==> src/rtl/sc_boot_pkg.sv <==
// Shared types and constants for the boot loader: the state encoding,
// stream framing sizes and the state decodes used for the status outputs.
package sc_boot_pkg;

  typedef enum logic [2:0] {
    HDR_LO,
    HDR_HI,
    DATA,
    CSUM,
    DRAIN,
    RUN,
    ERR
  } boot_state_t;

  localparam int BOOT_HDR_BYTES  = 2;
  localparam int BOOT_WORD_BYTES = 4;

  function automatic logic boot_rx_ready(input boot_state_t s);
    return (s == HDR_LO) || (s == HDR_HI) || (s == DATA) || (s == CSUM);
  endfunction

  function automatic logic boot_busy(input boot_state_t s);
    return (s != RUN) && (s != ERR);
  endfunction

endpackage

==> src/rtl/sc_boot_loader_if.sv <==
// Byte stream into the loader and instruction-memory write port out of it.
// master: board-side byte source / memory; slave: the boot loader.
interface sc_boot_loader_if #(
  parameter int ADDR_W = 6
);
  logic [7:0]        rx_data;
  logic              rx_valid;
  logic              rx_ready;
  logic              imem_we;
  logic [ADDR_W-1:0] imem_addr;
  logic [31:0]       imem_wdata;

  modport master (
    output rx_data, rx_valid,
    input  rx_ready, imem_we, imem_addr, imem_wdata
  );

  modport slave (
    input  rx_data, rx_valid,
    output rx_ready, imem_we, imem_addr, imem_wdata
  );
endinterface

==> src/rtl/sc_byte_packer.sv <==
// Assembles little-endian 32-bit words from accepted payload bytes.
// byte_last flags that the next accepted byte completes a word; the
// completed word appears on word_data with a one-cycle word_valid.
// word_data holds its value between words so it can drive the write data.
module sc_byte_packer
  import sc_boot_pkg::*;
(
  input  logic        clock,
  input  logic        resetn,
  input  logic        clear,
  input  logic        byte_en,
  input  logic [7:0]  byte_data,
  output logic        byte_last,
  output logic        word_valid,
  output logic [31:0] word_data
);

  localparam logic [1:0] LAST_IDX = 2'(BOOT_WORD_BYTES - 1);

  logic [1:0]  byte_cnt;
  logic [23:0] shift_q;

  assign byte_last = (byte_cnt == LAST_IDX);

  // Shift lower bytes in from the top; the fourth byte lands as the MSB.
  always_ff @(posedge clock or negedge resetn) begin
    if (!resetn) begin
      byte_cnt   <= 2'd0;
      shift_q    <= 24'd0;
      word_valid <= 1'b0;
      word_data  <= 32'd0;
    end else begin
      word_valid <= 1'b0;
      if (clear) begin
        byte_cnt <= 2'd0;
        shift_q  <= 24'd0;
      end else if (byte_en) begin
        byte_cnt <= byte_cnt + 2'd1;
        if (byte_last) begin
          word_data  <= {byte_data, shift_q};
          word_valid <= 1'b1;
        end else begin
          shift_q <= {byte_data, shift_q[23:8]};
        end
      end
    end
  end

endmodule

==> src/rtl/sc_boot_loader.sv <==
// Boot sequencer: holds the CPU in reset, loads a counted image from the
// byte stream into instruction memory, then releases the CPU.
// Optional feature macro: BOOT_CHECKSUM_EN adds a trailing 32-bit wrapping
// sum of the payload words that must match before the CPU is released.
//
// state  | meaning
// HDR_LO | waiting for word-count low byte
// HDR_HI | waiting for word-count high byte
// DATA   | receiving payload words
// CSUM   | receiving checksum bytes (checksum build only)
// DRAIN  | last word being written, release next cycle
// RUN    | image loaded, CPU out of reset
// ERR    | load failed, CPU held in reset
module sc_boot_loader
  import sc_boot_pkg::*;
#(
  parameter int ADDR_W = 6
) (
  input  logic             clock,
  input  logic             resetn,
  input  logic             reload,
  sc_boot_loader_if.slave  bus,
  output logic             cpu_resetn,
  output logic             busy,
  output logic             done,
  output logic             error
);

  localparam logic [16:0] CAPACITY = 17'd1 << ADDR_W;

  boot_state_t       state;
  logic [7:0]        count_lo;
  logic [15:0]       word_count;
  logic [15:0]       word_idx;
  logic [ADDR_W-1:0] addr_q;

  logic        accept;
  logic        pack_en;
  logic        pack_clr;
  logic        byte_last;
  logic        word_valid;
  logic [31:0] word_data;
  logic [15:0] hdr_count;
  logic        word_last;

  assign accept    = bus.rx_valid && bus.rx_ready;
  assign pack_en   = accept && (state == DATA) && !reload;
  assign pack_clr  = reload || (state == HDR_LO) || (state == HDR_HI);
  assign hdr_count = {bus.rx_data, count_lo};
  assign word_last = (word_idx == (word_count - 16'd1));

`ifdef BOOT_CHECKSUM_EN
  logic [31:0] sum_q;
  logic [31:0] sum_now;
  logic [7:0]  csum_byte;
  logic [1:0]  csum_idx;
  logic        csum_bad;

  // The last payload word may still be in flight when the first checksum
  // byte arrives, so compare against the sum including it.
  assign sum_now   = sum_q + (word_valid ? word_data : 32'd0);
  assign csum_byte = sum_now[{csum_idx, 3'b000} +: 8];

  // Running wrapping sum of every completed payload word.
  always_ff @(posedge clock or negedge resetn) begin
    if (!resetn) begin
      sum_q <= 32'd0;
    end else if (reload || (state == HDR_LO)) begin
      sum_q <= 32'd0;
    end else if (word_valid) begin
      sum_q <= sum_q + word_data;
    end
  end
`endif

  sc_byte_packer u_packer (
    .clock      (clock),
    .resetn     (resetn),
    .clear      (pack_clr),
    .byte_en    (pack_en),
    .byte_data  (bus.rx_data),
    .byte_last  (byte_last),
    .word_valid (word_valid),
    .word_data  (word_data)
  );

  // Load sequencing, word counter and write address.
  always_ff @(posedge clock or negedge resetn) begin
    if (!resetn) begin
      state      <= HDR_LO;
      count_lo   <= 8'd0;
      word_count <= 16'd0;
      word_idx   <= 16'd0;
      addr_q     <= '0;
`ifdef BOOT_CHECKSUM_EN
      csum_idx   <= 2'd0;
      csum_bad   <= 1'b0;
`endif
    end else if (reload) begin
      state    <= HDR_LO;
      word_idx <= 16'd0;
`ifdef BOOT_CHECKSUM_EN
      csum_idx <= 2'd0;
      csum_bad <= 1'b0;
`endif
    end else begin
      case (state)
        HDR_LO: begin
          if (accept) begin
            count_lo <= bus.rx_data;
            state    <= HDR_HI;
          end
        end
        HDR_HI: begin
          if (accept) begin
            word_count <= hdr_count;
            word_idx   <= 16'd0;
`ifdef BOOT_CHECKSUM_EN
            csum_idx   <= 2'd0;
            csum_bad   <= 1'b0;
            if (hdr_count == 16'd0) begin
              state <= CSUM;
            end
`else
            if (hdr_count == 16'd0) begin
              state <= RUN;
            end
`endif
            else if ({1'b0, hdr_count} > CAPACITY) begin
              state <= ERR;
            end else begin
              state <= DATA;
            end
          end
        end
        DATA: begin
          if (accept && byte_last) begin
            addr_q <= word_idx[ADDR_W-1:0];
            if (word_last) begin
`ifdef BOOT_CHECKSUM_EN
              state <= CSUM;
`else
              state <= DRAIN;
`endif
            end else begin
              word_idx <= word_idx + 16'd1;
            end
          end
        end
`ifdef BOOT_CHECKSUM_EN
        CSUM: begin
          if (accept) begin
            csum_idx <= csum_idx + 2'd1;
            if (csum_idx == 2'd3) begin
              state <= (csum_bad || (bus.rx_data != csum_byte)) ? ERR : RUN;
            end else begin
              csum_bad <= csum_bad || (bus.rx_data != csum_byte);
            end
          end
        end
`endif
        DRAIN:   state <= RUN;
        RUN:     state <= RUN;
        ERR:     state <= ERR;
        default: state <= HDR_LO;
      endcase
    end
  end

  assign bus.rx_ready   = boot_rx_ready(state);
  assign bus.imem_we    = word_valid;
  assign bus.imem_addr  = addr_q;
  assign bus.imem_wdata = word_data;
  assign busy           = boot_busy(state);
  assign done           = (state == RUN);
  assign error          = (state == ERR);
  assign cpu_resetn     = (state == RUN);

endmodule

==> src/flat_wrapper.sv <==
// flat-port wrapper written by rule: the top's interface ports become plain ports
module sc_boot_loader_flat import sc_boot_pkg::*;
#(
  parameter int ADDR_W = 6
)
  (clock, resetn, reload, cpu_resetn, busy, done, error, bus_rx_data, bus_rx_valid, bus_rx_ready, bus_imem_we, bus_imem_addr, bus_imem_wdata);
  sc_boot_loader_if #(.ADDR_W(ADDR_W)) bus_i ();
  input  logic clock;
  input  logic resetn;
  input  logic reload;
  output logic cpu_resetn;
  output logic busy;
  output logic done;
  output logic error;
  input wire logic [$bits(bus_i.rx_data)-1:0] bus_rx_data;
  input wire logic [$bits(bus_i.rx_valid)-1:0] bus_rx_valid;
  output wire logic [$bits(bus_i.rx_ready)-1:0] bus_rx_ready;
  output wire logic [$bits(bus_i.imem_we)-1:0] bus_imem_we;
  output wire logic [$bits(bus_i.imem_addr)-1:0] bus_imem_addr;
  output wire logic [$bits(bus_i.imem_wdata)-1:0] bus_imem_wdata;
  assign bus_i.rx_data = bus_rx_data;
  assign bus_i.rx_valid = bus_rx_valid;
  assign bus_rx_ready = bus_i.rx_ready;
  assign bus_imem_we = bus_i.imem_we;
  assign bus_imem_addr = bus_i.imem_addr;
  assign bus_imem_wdata = bus_i.imem_wdata;
  sc_boot_loader #(.ADDR_W(ADDR_W)) u_core (.clock(clock), .resetn(resetn), .reload(reload), .bus(bus_i), .cpu_resetn(cpu_resetn), .busy(busy), .done(done), .error(error));
endmodule
==> config.mk <==
export PLATFORM = sky130hd
export DESIGN_NAME = sc_boot_loader_flat
export DESIGN_NICKNAME = d
export VERILOG_FILES = /design/src/rtl/sc_boot_pkg.sv /design/src/rtl/sc_boot_loader_if.sv /design/src/rtl/sc_byte_packer.sv /design/src/rtl/sc_boot_loader.sv /design/src/flat_wrapper.sv
export SDC_FILE = /design/constraint.sdc
export NUM_CORES = 1
export LEC_CHECK = 0
export ABC_AREA = 1
export ABC_CLOCK_PERIOD_IN_PS = 2300
export CELL_PAD_IN_SITES_DETAIL_PLACEMENT = 0
export CELL_PAD_IN_SITES_GLOBAL_PLACEMENT = 1
export CORE_UTILIZATION = 39
export CTS_CLUSTER_DIAMETER = 50
export DETAILED_ROUTE_END_ITERATION = 16
export PLACE_DENSITY = 0.85
export SYNTH_ARGS = -nofsm -noshare
export SYNTH_HDL_FRONTEND = slang
export SYNTH_SLANG_ARGS = --single-unit
==> constraint.sdc <==
create_clock -name clock -period 2.3 [get_ports clock]
set_input_delay 0.46 -clock clock [delete_from_list [all_inputs] [get_ports clock]]
set_output_delay 0.46 -clock clock [all_outputs]
set_load 0.01 [all_outputs]
==> impl_metrics.ini <==
[route]
ant_nets = 0
drc_errors = 0
via_per_inst = 5.23
avgRoutedWirePerCell_microns = 15.2
finalWirelength_mm = 14.3
drt_iter0_markers = 393
vias = 4931
first_pass_iters = 6

[pwr]
p_per_area_mw_per_mm2 = 900
report.power.total_mw = 6.18
leakage_nw = 3.07
ir_drop_mv = 0.557

[final_layout]
final_common_cell = nand2_1
area_delta_synth_final_pct = 25.3
layout-drive-gt1-share_pct = 14.0
fin_nets = 776
n_antenna_cell = 0
final_cell_mix = 171 x nand2_1, 107 x dfrtp_1, 69 x inv_1, 67 x o21ai_0, 54 x clkdlybuf4s50_1
stdcell_count = 942

[critical_path]
timing.rr.start = u_core.word_count[1]$_DFFE_PN0P_
endpoint_kind = flop
r2r_slack_ns = 0.08
start_kind = flop
timing.rr.end = u_core.word_idx[15]$_DFFE_PN0P_
reg2reg_depth = 11
crit_path_top_delay_cell = dfrtp_1
critPathRequiredTime_ns = 2.55
criticalPathCategory = flop to flop
arrival_ns = 2.47
critPathMaxFanout = 7
max_stage_delay_ns = 0.39
cp-startpoint = u_core.word_count[1]$_DFFE_PN0P_
cp-endpoint = u_core.word_idx[15]$_DFFE_PN0P_
crit_chain = buf_4 -> nor2_2 -> nand2_4 -> nor2_4 -> xor2_2 -> and2_4 -> nand3b_2 -> o21ai_4 -> nand2_4 -> nand2_2 -> nand2_2

[cts]
cts.sinks = 108
cts_tree = yes
cts_hold_buf = 0
htreeDepth = 3
numCtsBuffers = 9
clkSlewWorstSetupHoldPaths_ns = 0.07
root_buffer = clkbuf_16
insertion_delay_ns = 0.36
cts_buffer_depth = 2

[logic_synthesis]
synth_seq_area_share_pct = 49.3
yosysWarnings = 0
yosys.area.top_type_share_pct = 49.3
netlist_instances = 685
synth_area_leaders = dfrtp_1 49%, nand2_1 12%, o21ai_0 6.1%
yosysTopAreaCell = dfrtp_1
syn-mean-instance-area_sq_um = 8.00
ys_types = 38
ys_ff_latch = 108
synth_area_sq_mm = 0.00548
syn_nets = 700

[sta]
finClkSkew_ns = 0.00723
period_needed_ns = 2.22
drv_slew = 0
fmax_mhz = 450
fin_setup_tns_ns = 0
timing.final.crit_share_pct = 96.6
finalSetupViolCount = 0
rsz0062_at_grt = true
tightest_slew_ns = 0.684
hold_viol = 0
slew_headroom_pct = 54.4

[global_routing]
antenna_found_initial = 0
grt_use_total_pct = 20.7
grt_pass1_wl_mm = 23.7
grt_max_degree = 65
grt_pass1_vias = 4843
overflow = 0

[die]
die-area_sq_mm = 0.0145
coreArea_sq_mm = 0.0135
io_pins = 56
chipHeight_microns = 121
rows = 42
start_util_pct = 40.7
die_w_microns = 121

[run_status]
status = finished clean

[worst_hold_path]
hold_path.class = input port to async pin

[placement]
dp_cells = 918
gp_congestion = 0.956
hpwlAfterDp_mm = 10.5
io_buffers = 55

[flow_run]
maxCapViolCount = 0
[cell families (layout without fill, tap and decap cells)]
kind of cell	Yosys count	after routing	share of synthesized area [%]
xor+xnor	26	26	4.29
compound gates	100	100	10.0
flops	108	108	49.3
fa+ha+maj	3	3	0.685
simple gates	345	346	27.9
buf+inv	103	183	7.76
[worst min path at each step]
stage | startpoint | to | cells after the start
2_1_floorplan | resetn | u_core.bus.imem_addr[0]$_DFFE_PN0P_ | 0
3_3_place_gp | u_core.bus.imem_addr[5]$_DFFE_PN0P_ | u_core.bus.imem_addr[5]$_DFFE_PN0P_ | 2
3_5_place_dp | u_core.bus.imem_addr[4]$_DFFE_PN0P_ | u_core.bus.imem_addr[4]$_DFFE_PN0P_ | 2
4_1_cts | resetn | u_core.bus.imem_addr[3]$_DFFE_PN0P_ | 1
5_1_grt | resetn | u_core.bus.imem_addr[3]$_DFFE_PN0P_ | 1
6_report | resetn | u_core.word_count[0]$_DFFE_PN0P_ | 1
[power by group]
group,leakage [nW],total (mW),internal (mW),switching (mW)
registers,1.46,2.41,2.13,0.283
logic,1.45,2.13,0.800,1.33
clock network,0.154,1.64,0.918,0.724
total,3.07,6.18,3.84,2.33
[per-layer routing]
layer,share of wire (%),global-route usage [%],vias up
met2,47,33.8,164
met5,0,0,-
li1,-,-,2357
met4,3.3,8.56,0
met1,44,26.2,2376
met3,5.7,5.19,34
[state kept, by name (all words and copies together) (netlist names)]
signal / count
u_core.word_count: 16
u_core.count_lo: 8
u_core.word_idx: 16
u_core.u_packer.word_valid: 1
u_core.bus.imem_addr: 6
u_core.state: 3
u_core.u_packer.word_data: 32
u_core.u_packer.shift_q: 24
u_core.u_packer.byte_cnt: 2
[layout make-up]
type | count | area (sq um)
fill | 1336 | 6590
sequential | 108 | 2700
multi-input combinational | 475 | 2480
timing repair buffer | 90 | 847
inverter | 77 | 292
clock buffer | 11 | 253
tap | 176 | 220
clock inverter | 5 | 66.3
[synthesized netlist by cell type (all sizes together)]
cell type  instances
o22ai             17
nor4               5
dfrtp            108
buf               10
a31oi              1
nand2b             2
o31ai              1
clkbuf            16
nor2              66
inv               77
or2                2
nor3b              1
and2               2
xnor2              8
nand4              9
o211ai             1
o21ai             69
xor2              18
a21oi             10
ha                 3
nand2            185
a211oi             1
nand3             50
nor3              17
nand3b             6
[through the flow]
step | worst slack [ns] | utilization [%] | hold slack, ns | cell area, sq um
detailed placement | -0.126 | 47.2 | 0.477 | 6350
floorplan | 0.214 | - | 0.164 | 5480
CTS | 0.00751 | 49.6 | 0.108 | 6680
global placement | -0.0409 | 47.2 | 0.465 | 6350
finish | 0.0771 | 51.0 | 0.0959 | 6870
global route | -0.0608 | 51.0 | 0.127 | 6870
[critical path, delay by kind of cell (launching register included)]
kind	cells	cell delay, ns
AO/OA/AOI/OAI	1	0.34
XOR/XNOR	1	0.21
buffers and inverters	1	0.14
flip-flops	1	0.39
AND/OR/NAND/NOR	8	1.01
[timing repair]
item                                    CTS  global route
gates resized for setup                   3            37
endpoints found under the setup margin   14            43
pin swaps                                 1            16
setup buffers                             0             7
cloned                                    0             1
Note: power is estimated with default switching activity, not from simulation.
